**src/rtl/rr_packet_arbiter.sv**
```systemverilog
// Round-robin packet arbiter: NUM_REQ valid/ready sources share one downstream port.
// The grant is held for a whole packet, and priority rotates once the last beat is accepted.
module rr_packet_arbiter #(
  parameter int NUM_REQ = 4,
  parameter int DATA_W  = 32,
  parameter int ID_W    = (NUM_REQ > 1) ? $clog2(NUM_REQ) : 1
) (
  input  logic                      clk,
  input  logic                      rst_n,
  input  logic [NUM_REQ-1:0]        req_valid,
  input  logic [NUM_REQ*DATA_W-1:0] req_data,
  input  logic [NUM_REQ-1:0]        req_last,
  output logic [NUM_REQ-1:0]        req_ready,
  output logic                      out_valid,
  output logic [DATA_W-1:0]         out_data,
  output logic                      out_last,
  output logic [ID_W-1:0]           out_id,
  input  logic                      out_ready,
  output logic                      busy
);

  typedef enum logic {IDLE = 1'b0, GRANT = 1'b1} state_t;

  localparam logic [ID_W:0] NUM_REQ_W = (ID_W+1)'(NUM_REQ);

  state_t          state_q, state_d;
  logic [ID_W-1:0] ptr_q, ptr_d;
  logic [ID_W-1:0] gid_q, gid_d;

  logic            win_found;
  logic [ID_W-1:0] win_id;
  logic [ID_W:0]   cand;
  logic [ID_W:0]   gid_inc;

  // Walk the offsets from the highest down, so the last hit is the one closest to ptr.
  always_comb begin
    win_found = 1'b0;
    win_id    = '0;
    cand      = '0;
    for (int k = NUM_REQ - 1; k >= 0; k--) begin
      cand = {1'b0, ptr_q} + (ID_W+1)'(k);
      if (cand >= NUM_REQ_W) begin
        cand = cand - NUM_REQ_W;
      end
      if (req_valid[cand[ID_W-1:0]]) begin
        win_found = 1'b1;
        win_id    = cand[ID_W-1:0];
      end
    end
  end

  always_comb begin
    req_ready = '0;
    out_valid = 1'b0;
    out_data  = '0;
    out_last  = 1'b0;
    out_id    = '0;
    if (state_q == GRANT) begin
      out_valid         = req_valid[gid_q];
      out_data          = req_data[int'(gid_q)*DATA_W +: DATA_W];
      out_last          = req_valid[gid_q] & req_last[gid_q];
      out_id            = gid_q;
      req_ready[gid_q]  = out_ready;
    end
  end

  assign busy = (state_q == GRANT);

  always_comb begin
    state_d = state_q;
    ptr_d   = ptr_q;
    gid_d   = gid_q;
    gid_inc = {1'b0, gid_q} + 1'b1;
    if (gid_inc == NUM_REQ_W) begin
      gid_inc = '0;
    end
    case (state_q)
      IDLE: begin
        if (win_found) begin
          gid_d   = win_id;
          state_d = GRANT;
        end
      end
      GRANT: begin
        // Only a completed packet releases the grant; a mid-packet valid gap just stalls.
        if (out_valid && out_ready && out_last) begin
          ptr_d   = gid_inc[ID_W-1:0];
          state_d = IDLE;
        end
      end
      default: state_d = IDLE;
    endcase
  end

  always_ff @(posedge clk) begin
    if (!rst_n) begin
      state_q <= IDLE;
      ptr_q   <= '0;
      gid_q   <= '0;
    end else begin
      state_q <= state_d;
      ptr_q   <= ptr_d;
      gid_q   <= gid_d;
    end
  end

endmodule
```
**config.mk**
```make
export PLATFORM = sky130hd
export DESIGN_NAME = rr_packet_arbiter
export DESIGN_NICKNAME = d
export VERILOG_FILES = /design/src/rtl/rr_packet_arbiter.sv
export SDC_FILE = /design/constraint.sdc
export NUM_CORES = 1
export LEC_CHECK = 0
export CAP_MARGIN = 20
export CORE_ASPECT_RATIO = 2
export CORE_UTILIZATION = 28
export DETAILED_ROUTE_END_ITERATION = 7
export PLACE_DENSITY = 0.86
export SYNTH_ARGS = -nofsm -noshare
export SYNTH_HDL_FRONTEND = slang
export SYNTH_SLANG_ARGS = --single-unit
```
**constraint.sdc**
```tcl
create_clock -name clk -period 3.2 [get_ports clk]
set_input_delay 0.32 -clock clk [delete_from_list [all_inputs] [get_ports clk]]
set_output_delay 0.32 -clock clk [all_outputs]
set_load 0.02 [all_outputs]
```
==> metrics.md <==
| Metric | Value |
|---|---|
| Crit path max fanout | `39` |
| TritonCTS buffer count | `3` |
| Initial antenna violation count | `0` |
| First-pass GRT wire length | `approximately 9500 um` |
| Chip width | `52.3 um` |
| Clk buf depth | `2` |
| Final HPWL DP | `5640 um` |
| Filler Cells Inserted | `about 400` |
| H-tree depth | `1` |
| Mean area per synthesized cell | `11.4 sq um` |
| Die height | `~100 um` |
| Max Freq | `slightly above 0.4 GHz` |
| Synth Warn # | `0` |
| DRT Pass-1 Iters | `4` |
| CP arrival | `about 2.2 ns` |
| Worst hold path type | `reg -> reg` |
| Status | `finished, final reports clean` |
| Gate Count Post-Synth | `roughly 120` |
| Max-Slew Margin vs Limit | `53.6%` |
| Post-layout min period | `2.48 ns` |
| Synthesis-to-layout area growth | `132%` |
| Initial Utilization | `29.1%` |
| P_leak | `1.15 nW` |
| Core box area | `between 4000 and 5000 sq um` |
| Crit Path Category | `reg -> out` |
| Via count | `between 1.5k and 2k` |
| Yosys cell types | `24` |
| Post-Place Cell Area | `between 3000 and 4000 sq um` |
| VDD IR-drop max | `approximately 0.00025 V` |
| Clock Sinks | `5` |
| ANT cells | `0` |
| Worst-path clk slew | `0.03 ns` |
| Site Rows | `36` |
| Pwr per Cell Area | `just over 200 nW/um^2` |
| Mapped Nets | `about 270` |
| Input/output buffers | `179` |
| Top Ports | `between 150 and 200` |
| Worst skew pair latency | `roughly 0.22 ns` |
| Worst endpoint required time | `~2.9 ns` |
| Post-DRT Antenna Nets | `0` |
| Max-slew violations | `0` |
| Vias in the first global route | `roughly 1.8k` |
| Max-cap viol count | `0` |
| Share of cells above drive strength 1 | `between 10% and 20%` |
| Skew final | `around 0.0013 ns` |
| Crit. End Element | `primary output` |
| Design area | `3280 sq um` |
| Commonest non-fill, non-tap cell in the layout | `clkdlybuf4s50_1` |
| Fin worst setup slack | `~0.72 ns` |
| Register bit total from synthesis | `5` |
| Final TNS setup | `0 ns` |
| Least-Margin Pin Slew | `0.690 ns` |
| RePlAce Congestion | `a little over 0.8` |
| Hold Fails Final Rpt | `0` |
| Post-route clock period utilization | `between 70% and 80%` |
| CTS tree | `yes` |
| Hold-fix buffers, CTS | `0` |
| Die area | `between 5000 and 6000 sq um` |
| Critical path launch point type | `flip-flop` |
| Share of the yosys chip area belonging to registers | `~7.1%` |
| Number of setup buffers added after CTS | `0` |
| # nets final | `between 400 and 500` |
| Wire length per cell | `~19 um` |
| Initial DRC count | `16` |
| Root Buffer Master | `clkbuf_8` |
| Most frequent cells in the layout | `clkdlybuf4s50_1, and2_1, mux4_2` |
| Synthesized area | `about 1400 sq um` |
| RSZ-0062 raised after global routing | `no` |
| Setup violators final | `0` |
| DR vias/cell | `5.20` |
| Pre-CTS setup slack | `roughly 0.79 ns` |
| Total grt overflow | `0` |
| Largest net degree at the start of global routing | `40` |
| WL final | `6720 um` |
| DRC | `0` |
| Cts repair resizes | `0` |
| GR Util All Layers | `between 20% and 30%` |
sequential cells by signal (all words and copies together) (netlist names):
register  cells
busy          1
gid_q         2
ptr_q         2
cell usage after synthesis, drive strengths merged:
cell,number,area share (%)
o221ai,1,0.62
mux2i,1,0.71
and3,5,2.2
nor4,2,0.88
or2,1,0.44
nand3,2,0.71
mux4,34,54
nor3b,1,0.53
a21boi,1,0.53
nand2,4,1.1
and2,35,15
buf,8,4.6
o21a,2,1.1
a21oi,3,1.1
dfxtp,5,7.1
ha,4,3.5
o2111ai,1,1.1
inv,3,0.80
clkbuf,4,1.1
nor2,4,1.1
o211a,1,0.71
o21ai,2,0.71
layer usage:
layer  wire (um)  track usage, %
met5           0               0
met4         285            11.5
met3         626            6.49
met2        3570            43.0
met1        2240            25.4
per-stage QoR:
stage | std cells | util [%] | hold WS, ns | total power, W
after global placement | 351 | 66.5 | 0.486 | 0.000558
after detailed placement | 351 | 66.5 | 0.495 | 0.000567
after CTS | 355 | 67.4 | 0.498 | 0.000688
after global routing | 355 | 67.4 | 0.541 | 0.000724
final | 355 | 67.4 | 0.504 | 0.000681
after floorplan | 124 | - | 0.438 | 0.000290
worst paths after layout:
check | startpoint | to | depth (start not counted) | slack [ns]
min reg2reg | ptr_q[0]$_SDFFE_PN0P_ | ptr_q[0]$_SDFFE_PN0P_ | 2 | 0.50
min | ptr_q[0]$_SDFFE_PN0P_ | ptr_q[0]$_SDFFE_PN0P_ | 2 | 0.50
max reg2reg | busy$_SDFF_PN0_ | ptr_q[1]$_SDFFE_PN0P_ | 4 | 1.55
max | gid_q[0]$_SDFFE_PN0P_ | out_last | 4 | 0.72
report_power, final:
part           internal, W  leakage, nW  switching, W   total, W
clock            0.0000856       0.0228     0.0000319   0.000117
sequential       0.0000667       0.0413    0.00000920  0.0000759
combinational     0.000321         1.09      0.000166   0.000488
critical path, cell delays in order (launching register included):
cell             delay [ns]
dfxtp_2                0.33
buf_12                 0.27
mux4_2                 0.60
and3_1                 0.19
clkdlybuf4s50_1        0.54
final cells by class:
| type | instances | area [sq um] | share of cell area [%] |
|---|---|---|---|
| clock buffers | 4 | 45.0 | 1.37 |
| multi-input cells | 104 | 1220 | 37.3 |
| inverters | 3 | 11.3 | 0.343 |
| repair buffers | 182 | 1830 | 55.7 |
| well taps | 57 | 71.3 | 2.17 |
| flip-flops and latches | 5 | 101 | 3.09 |
kinds of logic (layout without fill, tap and decap cells):
family / count (synthesis) / in the layout / share of synthesized area [%]
AND/OR/NAND/NOR: 54 / 54 / 22.4
multiplexers: 35 / 35 / 54.8
buffers and inverters: 15 / 189 / 6.45
AO/OA/AOI/OAI: 11 / 11 / 5.75
flip-flops: 5 / 5 / 7.07
adder cells (fa/ha/maj): 4 / 4 / 3.54
No activity file was read; power rests on OpenSTA's default activity.
